`config.mk`:
```
export PLATFORM = sky130hd
export DESIGN_NAME = extensor_imediato_pipe
export DESIGN_NICKNAME = d
export VERILOG_FILES = /design/src/rtl/extensor_imediato_pipe.sv
export SDC_FILE = /design/constraint.sdc
export NUM_CORES = 1
export LEC_CHECK = 0
export ABC_AREA = 1
export BUFFER_PORTS_ARGS = -buffer_cell sky130_fd_sc_hd__clkbuf_2
export CELL_PAD_IN_SITES_DETAIL_PLACEMENT = 1
export CELL_PAD_IN_SITES_GLOBAL_PLACEMENT = 1
export CORE_MARGIN = 3
export CORE_UTILIZATION = 43
export CTS_CLUSTER_DIAMETER = 100
export DETAILED_ROUTE_END_ITERATION = 8
export PLACE_DENSITY = 0.89
export SYNTH_ARGS = -nofsm -noshare
export SYNTH_HDL_FRONTEND = slang
export SYNTH_SLANG_ARGS = --single-unit
```
`constraint.sdc`:
```
create_clock -name clock -period 2.7 [get_ports clock]
set_clock_uncertainty 0.1 [all_clocks]
set_input_delay 0.54 -clock clock [delete_from_list [all_inputs] [get_ports clock]]
set_output_delay 0.54 -clock clock [all_outputs]
set_load 0.05 [all_outputs]
```
`src/rtl/extensor_imediato_pipe.sv`:
```
// Pipelined immediate extender: forms a W-bit immediate from a C-bit constant and buffers
// tagged results in a small FIFO. Define EXTENSOR_ERRO_EN to add the erro_out flag per entry.
module extensor_imediato_pipe #(
  parameter int unsigned LARGURA_PALAVRA = 16,
  parameter int unsigned LARGURA_CONST   = 11,
  parameter int unsigned LARGURA_BYTE    = 8,
  parameter int unsigned LARGURA_TAG     = 4,
  parameter int unsigned PROFUNDIDADE    = 2
) (
  input  logic                       clock,
  input  logic                       reset_n,
  input  logic                       entrada_valida,
  output logic                       entrada_pronta,
  input  logic [2:0]                 controle,
  input  logic [LARGURA_CONST-1:0]   constante,
  input  logic [LARGURA_PALAVRA-1:0] valor_atual,
  input  logic [LARGURA_TAG-1:0]     destino_in,
  output logic                       saida_valida,
  input  logic                       saida_pronta,
  output logic [LARGURA_PALAVRA-1:0] palavraSaida,
`ifdef EXTENSOR_ERRO_EN
  output logic                       erro_out,
`endif
  output logic [LARGURA_TAG-1:0]     destino_out
);

  localparam int unsigned W     = LARGURA_PALAVRA;
  localparam int unsigned B     = LARGURA_BYTE;
  localparam int unsigned PtrW  = $clog2(PROFUNDIDADE);
  localparam int unsigned CntW  = PtrW + 1;

  logic [W-1:0]           word_mem [PROFUNDIDADE];
  logic [LARGURA_TAG-1:0] tag_mem  [PROFUNDIDADE];
`ifdef EXTENSOR_ERRO_EN
  logic                   err_mem  [PROFUNDIDADE];
  logic                   erro;
`endif

  logic [PtrW-1:0] wr_ptr_q, wr_ptr_d;
  logic [PtrW-1:0] rd_ptr_q, rd_ptr_d;
  logic [CntW-1:0] count_q, count_d;
  logic            push, pop;

  logic [W-1:0] resultado;
  logic [W-1:0] sext;
  logic [W-1:0] byte_lo;
  logic [W-1:0] mask_lo;

  // Result formation
  always_comb begin
    sext      = W'($signed(constante));
    byte_lo   = W'(constante[B-1:0]);
    mask_lo   = W'({B{1'b1}});
    resultado = '0;
`ifdef EXTENSOR_ERRO_EN
    erro      = 1'b0;
`endif
    case (controle)
      3'b000:  resultado = sext;
      3'b001:  resultado = W'(constante);
      3'b010:  resultado = (valor_atual & ~mask_lo) | byte_lo;
      3'b011:  resultado = (valor_atual & ~(mask_lo << B)) | (byte_lo << B);
      3'b100:  resultado = sext << B;
      default: begin
        resultado = '0;
`ifdef EXTENSOR_ERRO_EN
        erro      = 1'b1;
`endif
      end
    endcase
  end

  // Full FIFO refuses pushes even when a pop happens in the same cycle.
  assign entrada_pronta = (count_q < CntW'(PROFUNDIDADE));
  assign saida_valida   = (count_q != '0);
  assign push           = entrada_valida && entrada_pronta;
  assign pop            = saida_valida && saida_pronta;

  assign palavraSaida = word_mem[rd_ptr_q];
  assign destino_out  = tag_mem[rd_ptr_q];
`ifdef EXTENSOR_ERRO_EN
  assign erro_out     = err_mem[rd_ptr_q];
`endif

  always_comb begin
    wr_ptr_d = wr_ptr_q;
    rd_ptr_d = rd_ptr_q;
    count_d  = count_q;
    if (push) wr_ptr_d = wr_ptr_q + 1'b1;
    if (pop)  rd_ptr_d = rd_ptr_q + 1'b1;
    case ({push, pop})
      2'b10:   count_d = count_q + 1'b1;
      2'b01:   count_d = count_q - 1'b1;
      default: count_d = count_q;
    endcase
  end

  // Storage is cleared on reset so the head reads zero until the first push.
  always_ff @(posedge clock) begin
    if (!reset_n) begin
      wr_ptr_q <= '0;
      rd_ptr_q <= '0;
      count_q  <= '0;
      for (int i = 0; i < int'(PROFUNDIDADE); i++) begin
        word_mem[i] <= '0;
        tag_mem[i]  <= '0;
`ifdef EXTENSOR_ERRO_EN
        err_mem[i]  <= 1'b0;
`endif
      end
    end else begin
      wr_ptr_q <= wr_ptr_d;
      rd_ptr_q <= rd_ptr_d;
      count_q  <= count_d;
      if (push) begin
        word_mem[wr_ptr_q] <= resultado;
        tag_mem[wr_ptr_q]  <= destino_in;
`ifdef EXTENSOR_ERRO_EN
        err_mem[wr_ptr_q]  <= erro;
`endif
      end
    end
  end

endmodule

```
Yosys cells after proc, flatten, opt, wreduce, memory -nomap -nowiden
Memory sizes are Yosys's and may differ from the RTL's. A register that Yosys moved wholly into a read port is not among the register bits.
Index checks and enable logic that the tools add are counted.

cells by class
  add/sub/neg operators = 4
  $lt $le $gt $ge = 1
  equal/unequal tests = 6
  muxes and demuxes = 16
  bitwise gates (word level) = 2
  reductions and logical operators = 7

operators by type and width
  kind                 count
  $pmux 16 s5          1
  $mux 16              1
  $or 16x8->16         1
  $or 8x16->16         1
  $reduce_or 16->1     1
  $mux 1               12
  $eq 3x2->1 const B   2
  $mux 4               1
  $pmux 2 s2           1
  $reduce_bool 2->1    2
  $reduce_or 4->1      1
  $eq 3x1->1 const B   1
  $eq 3x3->1 const B   1
  $logic_not 3->1      1
  $add 1x1->1 const B  2
  $add 2x1->2 const B  1
  $eq 2x1->1 const B   1
  $eq 2x2->1 const B   1
  $logic_and 1x1->1    2
  $lt 2x2->1 const B   1
  $sub 2x1->2 const B  1

storage, ports and cells
  register bits after elaboration = 4
  RAM bits = 40
  output and inout bits = 22
  logic and storage cells = 41
  memories kept = 2

memory list
  name      depth  bits a word  rd ports  clocked after Yosys merged registers in  wr ports  RTL line  source
  word_mem  2      16           1         1                                        2         32        logic [W-1:0] word_mem [PROFUNDIDADE];
  tag_mem   2      4            1         1                                        2         33        logic [LARGURA_TAG-1:0] tag_mem [PROFUNDIDADE];

Longest topological paths before layout
Gate-level depths: netlist of the first run.

  depth in word-level cells = 7
  mapped depth = 8
  depth with buffers taken out = 8

Least setup slack after synthesis of the first run
No wires, ideal clock.

  kind = register to register
  start = reg count_q[1]
  end = mem tag_mem[0][0] (enable)
  setup time = 0.377 ns
  arrival = 1.464 ns
  data required time = 2.223 ns
  slack = 0.759 ns
  stages on the path, launching flop included = 7
  buffers on the path = 1
  period minus slack after synthesis = 1.941 ns
  path through = dfxtp_1 > inv_2 > nand2_1 > nor2_1 > nand2_1 > buf_6 > nand2_1

RTL lines
  item                    RTL line  source
  from (decl)             41        logic [CntW-1:0] count_q, count_d;
  from (signal assigned)  114       count_q <= count_d;
  to (decl)               33

==> results of run 1 <==
==> cells by family (layout without fill, tap and decap cells) <==
group | count (synthesis) | in the layout
compound gates | 35 | 35
fa+ha+maj | 1 | 1
buf+inv | 20 | 84
flops | 45 | 45
mux | 20 | 20
simple gates | 90 | 90
==> where the power goes <==
group | switching (mW) | internal (mW)
sequential | 0.0413 | 0.843
combinational | 0.486 | 0.193
clock | 0.220 | 0.183
==> registers in the layout, indices dropped and copies added, names as in the netlist, named ones only <==
register,flops
count_q,2
wr_ptr_q,1
word_mem,32
rd_ptr_q,1
tag_mem,8
==> layer usage <==
layer	global-route usage (%)	vias up	part of all wire, %
met5	0	-	0
met4	6.64	0	1.7
met3	4.13	12	4.4
met2	36.6	60	53
met1	24.0	851	41
li1	-	858	-
==> critical path: cells and delay by family, from the launching register on <==
family,cells,cell delay (ns)
buffers and inverters,2,0.55
muxes,1,0.38
DFF,1,0.50
==> area by class of cell <==
type                    instances  area (um2)  share of cell area, %
repair buffers                 64         333                   12.4
multi-input cells             146         842                   31.3
inverters                      12        47.5                   1.77
clock inverters                 1        7.51                  0.279
clock buffers                   7        76.3                   2.84
well taps                      67        83.8                   3.11
flip-flops and latches         45        1300                   48.3
==> worst paths after layout <==
check | start | endpoint | slack (ns) | cells after the start
max reg2reg | count_q[1]$_SDFFE_PN0P_ | count_q[1]$_SDFFE_PN0P_ | 1.10 | 6
max | flip-flop | palavraSaida[5] | 0.34 | 3
min | rd_ptr_q$_SDFFE_PN0P_ | rd_ptr_q$_SDFFE_PN0P_ | 0.37 | 1
min reg2reg | rd_ptr_q$_SDFFE_PN0P_ | rd_ptr_q$_SDFFE_PN0P_ | 0.37 | 1
==> metrics by stage <==
stage                     cell area (um2)  std cells
after detailed placement             2610        334
after CTS                            2690        342
after global routing                 2690        342
after global placement               2610        334
after floorplan                      2250        211
final                                2690        342
==> cells in the mapped netlist <==
cell	n	area, um2
nand3b_4	1	20.0
inv_2	3	11.3
inv_4	1	6.26
buf_6	3	33.8
buf_2	3	15.0
o21a_1	1	7.51
dfxtp_1	5	100
o21ai_2	1	8.76
inv_1	8	30.0
a21oi_2	1	8.76
edfxtp_1	40	1200
nand4_1	4	25.0
buf_4	1	7.51
nand3_2	1	10.0
nand2_1	43	161
buf_1	1	3.75
mux2_2	20	225
nand3_1	5	25.0
a21oi_1	25	125
ha_1	1	12.5
nor3b_1	1	7.51
o21ai_0	2	10.0
a21boi_0	2	15.0
nor2_1	30	113
nor2_2	3	18.8
nand2_2	1	6.26
nor2_8	1	20.0
a21boi_1	3	22.5
==> flow_summary.ini, run 1 <==
[status]
outcome = complete, no violations

[floorplanning]
initial_utilization_pct = 46.1
core_area_um2 = 4880
rows = 25
dieWidth_um = 78.4
die_y_um = 78.4
ios = 60
die_area_um2 = 6140

[cts]
ctsResizeCount = 0
clkSinkCount = 45
numCtsBuffers = 5
htreeDepth = 2
clk_path_buf_depth = 2
post_cts_buffers = 0
postCtsHoldBufs = 0
insertion_delay_ns = 0.29
clockRootBuffer = clkbuf_8
clk_pin_slew_ns = 0.08
tritoncts = built

[routing]
drc = 0
antenna_left = 0
drt_wl_total_mm = 5.78
dr.first_iter.drc_count = 120
wire_per_inst_um = 16.9
first_pass_iters = 4
vias_per_cell = 5.21
num_vias = 1781

[grt]
overflow = 0
grt_pass1_wl_mm = 9.40
grt_max_degree = 22
grt_pass1_vias = 1918
antenna_found_initial = 0
grt_util_all_layers_pct = 20.3

[power]
vdd_drop_max_mv = 0.425
power_mw = 1.96
p_leak_nw = 1.18
p_per_area_nw_per_um2 = 730

[logic_synthesis]
synth_fp_nets = 250
synth.distinct_cells = 28
synth_area_um2 = 2250
synthMuxAreaShare_pct = 10.0
ys_seq_area_share_pct = 57.8
synthAdderAreaFrac_pct = 0.556
netlist_instances = 211
synth_seq_cells = 45
synth-simple-area-share_pct = 18.1
synth_compound_area_share_pct = 8.78
synth_top_family_by_area = simple AND/OR/NAND/NOR gates
synth_xor_area_share_pct = 0
synth_warnings = 0
syn_avg_cell_area_um2 = 10.7

[final_layout]
antenna_cells = 0
post-route-util_pct = 55.2
layout-drive-gt1-share_pct = 37.5
nNetsFinal = 313
layout_commonest_cell = clkbuf_2
area_growth_pct = 19.6
fill_cells = 568
final_cell_mix = clkbuf_2, nand2_1, edfxtp_1

[placement]
port_buffers = 59
gp_congestion = 0.746
dp_hpwl_mm = 4.31
dpl_worst_slack_ns = 0.650

[critical_path]
worstSetupStartpointType = flip-flop
crit_slowest_cell = dfxtp_1
crit_type = flip-flop to output pin
crit_path_end_kind = output pin
arrival_ns = 1.72
critPathRequiredTime_ns = 2.06
crit_path_cell_trace = buf_4 > mux2_2 > clkbuf_2
cp_max_fo = 14
cpPeakStageDelay_ns = 0.50

[run]
drv_cap = 0

[timing]
rsz0062_at_grt = false
setup-tns-final_ns = 0
tightest_slew_ns = 0.404
period_minus_slack_ns = 2.36
finalCritPeriodShare_pct = 87.4
hold_viol = 0
maxSlewHeadroom_pct = 73.0
max_freq_mhz = 424
setup_ws_ns = 0.341
setup_viol = 0
whs_ns = 0.368
finalMaxSlewViolations = 0

[min_path]
hp-class = flip-flop to flip-flop
Power figures use the tool's default switching activity.
==> inputs of run 2 (changes only) <==
--- a/config.mk
+++ b/config.mk
@@ -14,6 +14,7 @@
 export CTS_CLUSTER_DIAMETER = 100
 export DETAILED_ROUTE_END_ITERATION = 8
 export PLACE_DENSITY = 0.89
+export SETUP_SLACK_MARGIN = 0.4
 export SYNTH_ARGS = -nofsm -noshare
 export SYNTH_HDL_FRONTEND = slang
 export SYNTH_SLANG_ARGS = --single-unit
==> flow_summary.ini, run 2 (same netlist as run 1, synthesis figures left out) <==
[final_layout]
layout_commonest_cell = clkbuf_2
antenna_cells = 0
final_cell_mix = clkbuf_2, nand2_1, edfxtp_1
largest_reg_flops = 32
layout-drive-gt1-share_pct = 37.8
reg_top3 = word_mem (32), tag_mem (8), count_q (2)
fin_cells = 342
largest_register = word_mem
area_growth_pct = 19.8
post-route-util_pct = 55.3
nNetsFinal = 313

[timing]
setup_ws_ns = 0.512
setup-tns-final_ns = 0
hold_viol = 0
tightest_slew_ns = 0.406
finalCritPeriodShare_pct = 81.0
rsz0062_at_grt = false
whs_ns = 0.369
period_minus_slack_ns = 2.19
setup_viol = 0
max_freq_mhz = 457
maxSlewHeadroom_pct = 72.9
finalMaxSlewViolations = 0

[cts]
tritoncts = built
postCtsHoldBufs = 0
numCtsBuffers = 5
post_cts_buffers = 0
htreeDepth = 2
clk_path_buf_depth = 2
clkSinkCount = 45
clockRootBuffer = clkbuf_8
insertion_delay_ns = 0.29
clk_pin_slew_ns = 0.08

[floorplanning]
core_area_um2 = 4880
rows = 25
ios = 60
initial_utilization_pct = 46.1
dieWidth_um = 78.4
die_y_um = 78.4
die_area_um2 = 6140

[critical_path]
cp_top_family = buffers and inverters
critPathBufInv = 2
cp_max_fo = 14
r2r_end = count_q[1]$_SDFFE_PN0P_
crit_path_end_kind = output pin
crit_slowest_cell = dfxtp_2
reg2reg_setup_slack_ns = 1.10
reg2reg_from = count_q[1]$_SDFFE_PN0P_
cpPeakStageDelay_ns = 0.43
crit_path_cell_trace = buf_6 > mux2_2 > clkbuf_2
worstSetupStartpointType = flip-flop
arrival_ns = 1.55
crit_type = flip-flop to output pin
reg2reg_depth = 6
critPathRequiredTime_ns = 2.06

[routing]
num_vias = 1778
wire_per_inst_um = 16.9
dr.first_iter.drc_count = 118
first_pass_iters = 4
drt_wl_total_mm = 5.77
antenna_left = 0
drc = 0
vias_per_cell = 5.20

[grt]
antenna_found_initial = 0
grt_pass1_wl_mm = 9.40
grt_max_degree = 22
grt_pass1_vias = 1918
grt_util_all_layers_pct = 20.3
overflow = 0

[power]
p_per_area_nw_per_um2 = 730
p_leak_nw = 1.18
switching_share_pct = 37.9
pwr-share-clk_pct = 20.5
vdd_drop_max_mv = 0.425
combPwrFrac_pct = 34.5
p_seq_share_pct = 45.0
switchingPower_mw = 0.747
p_int_mw = 1.22

[placement]
dp_cells = 334
gp_congestion = 0.746
port_buffers = 59
dpl_worst_slack_ns = 0.650
dp_hpwl_mm = 4.31

[status]
outcome = complete, no violations

[run]
drv_cap = 0

[min_path]
min_from = rd_ptr_q$_SDFFE_PN0P_
hp-class = flip-flop to flip-flop
min_path_cells = 1
hold_end = rd_ptr_q$_SDFFE_PN0P_
[run 2: cell type report]
cell class                 instances  area [um2]
tap                               67        83.8
clock inverter                     1        7.51
timing repair buffer              64         337
clock buffer                       7        76.3
sequential                        45        1300
multi-input combinational        146         842
inverter                          12        47.5
fill                             567        2180
[run 2: how the worst max path moves through the flow]
stage | depth (start not counted) | slack (ns) | end | startpoint
2_1_floorplan | 6 | 0.76 | tag_mem[0][0]$_SDFFCE_PN0P_ | count_q[1]$_SDFFE_PN0P_
3_3_place_gp | 3 | 0.72 | destino_out[0] | flip-flop
3_5_place_dp | 3 | 0.65 | palavraSaida[5] | flip-flop
6_report | 3 | 0.51 | palavraSaida[5] | flip-flop
4_1_cts | 3 | 0.44 | palavraSaida[5] | flip-flop
5_1_grt | 3 | 0.45 | palavraSaida[5] | flip-flop
[run 2: through the flow]
step	instance area [um2]	total power [mW]
2_1_floorplan	2250	1.42
3_3_place_gp	2610	1.55
6_report	2700	1.97
5_1_grt	2700	2.07
4_1_cts	2690	1.98
3_5_place_dp	2610	1.58
[run 2: power groups by stage]
stage                     clock (mW)  combinational, mW  sequential [mW]
after floorplan                    0              0.538            0.879
after global placement             0              0.661            0.894
after detailed placement           0              0.683            0.900
after CTS                      0.412              0.685            0.886
after global routing           0.439              0.731            0.896
final                          0.403              0.680            0.886
[run 2: timing repair]
item                       4_1_cts  5_1_grt
setup endpoints to repair       14        4
pin swaps                        0        0
gates resized for setup          1        1
[run 2: per-layer routing]
metal / vias up / GRT usage, % / share of wire [%]
met5: - / 0 / 0
met4: 0 / 6.64 / 1.6
met3: 10 / 4.13 / 3.8
met2: 54 / 36.6 / 53
met1: 854 / 24.0 / 42
li1: 860 / - / -
[run 2: worst register-to-register path, stage by stage, from the launching register on]
cell	delay (ns)
dfxtp_1	0.35
o21a_1	0.24
ha_1	0.32
nor3b_1	0.30
nand2_1	0.09
nand2_1	0.07
nor2_1	0.04
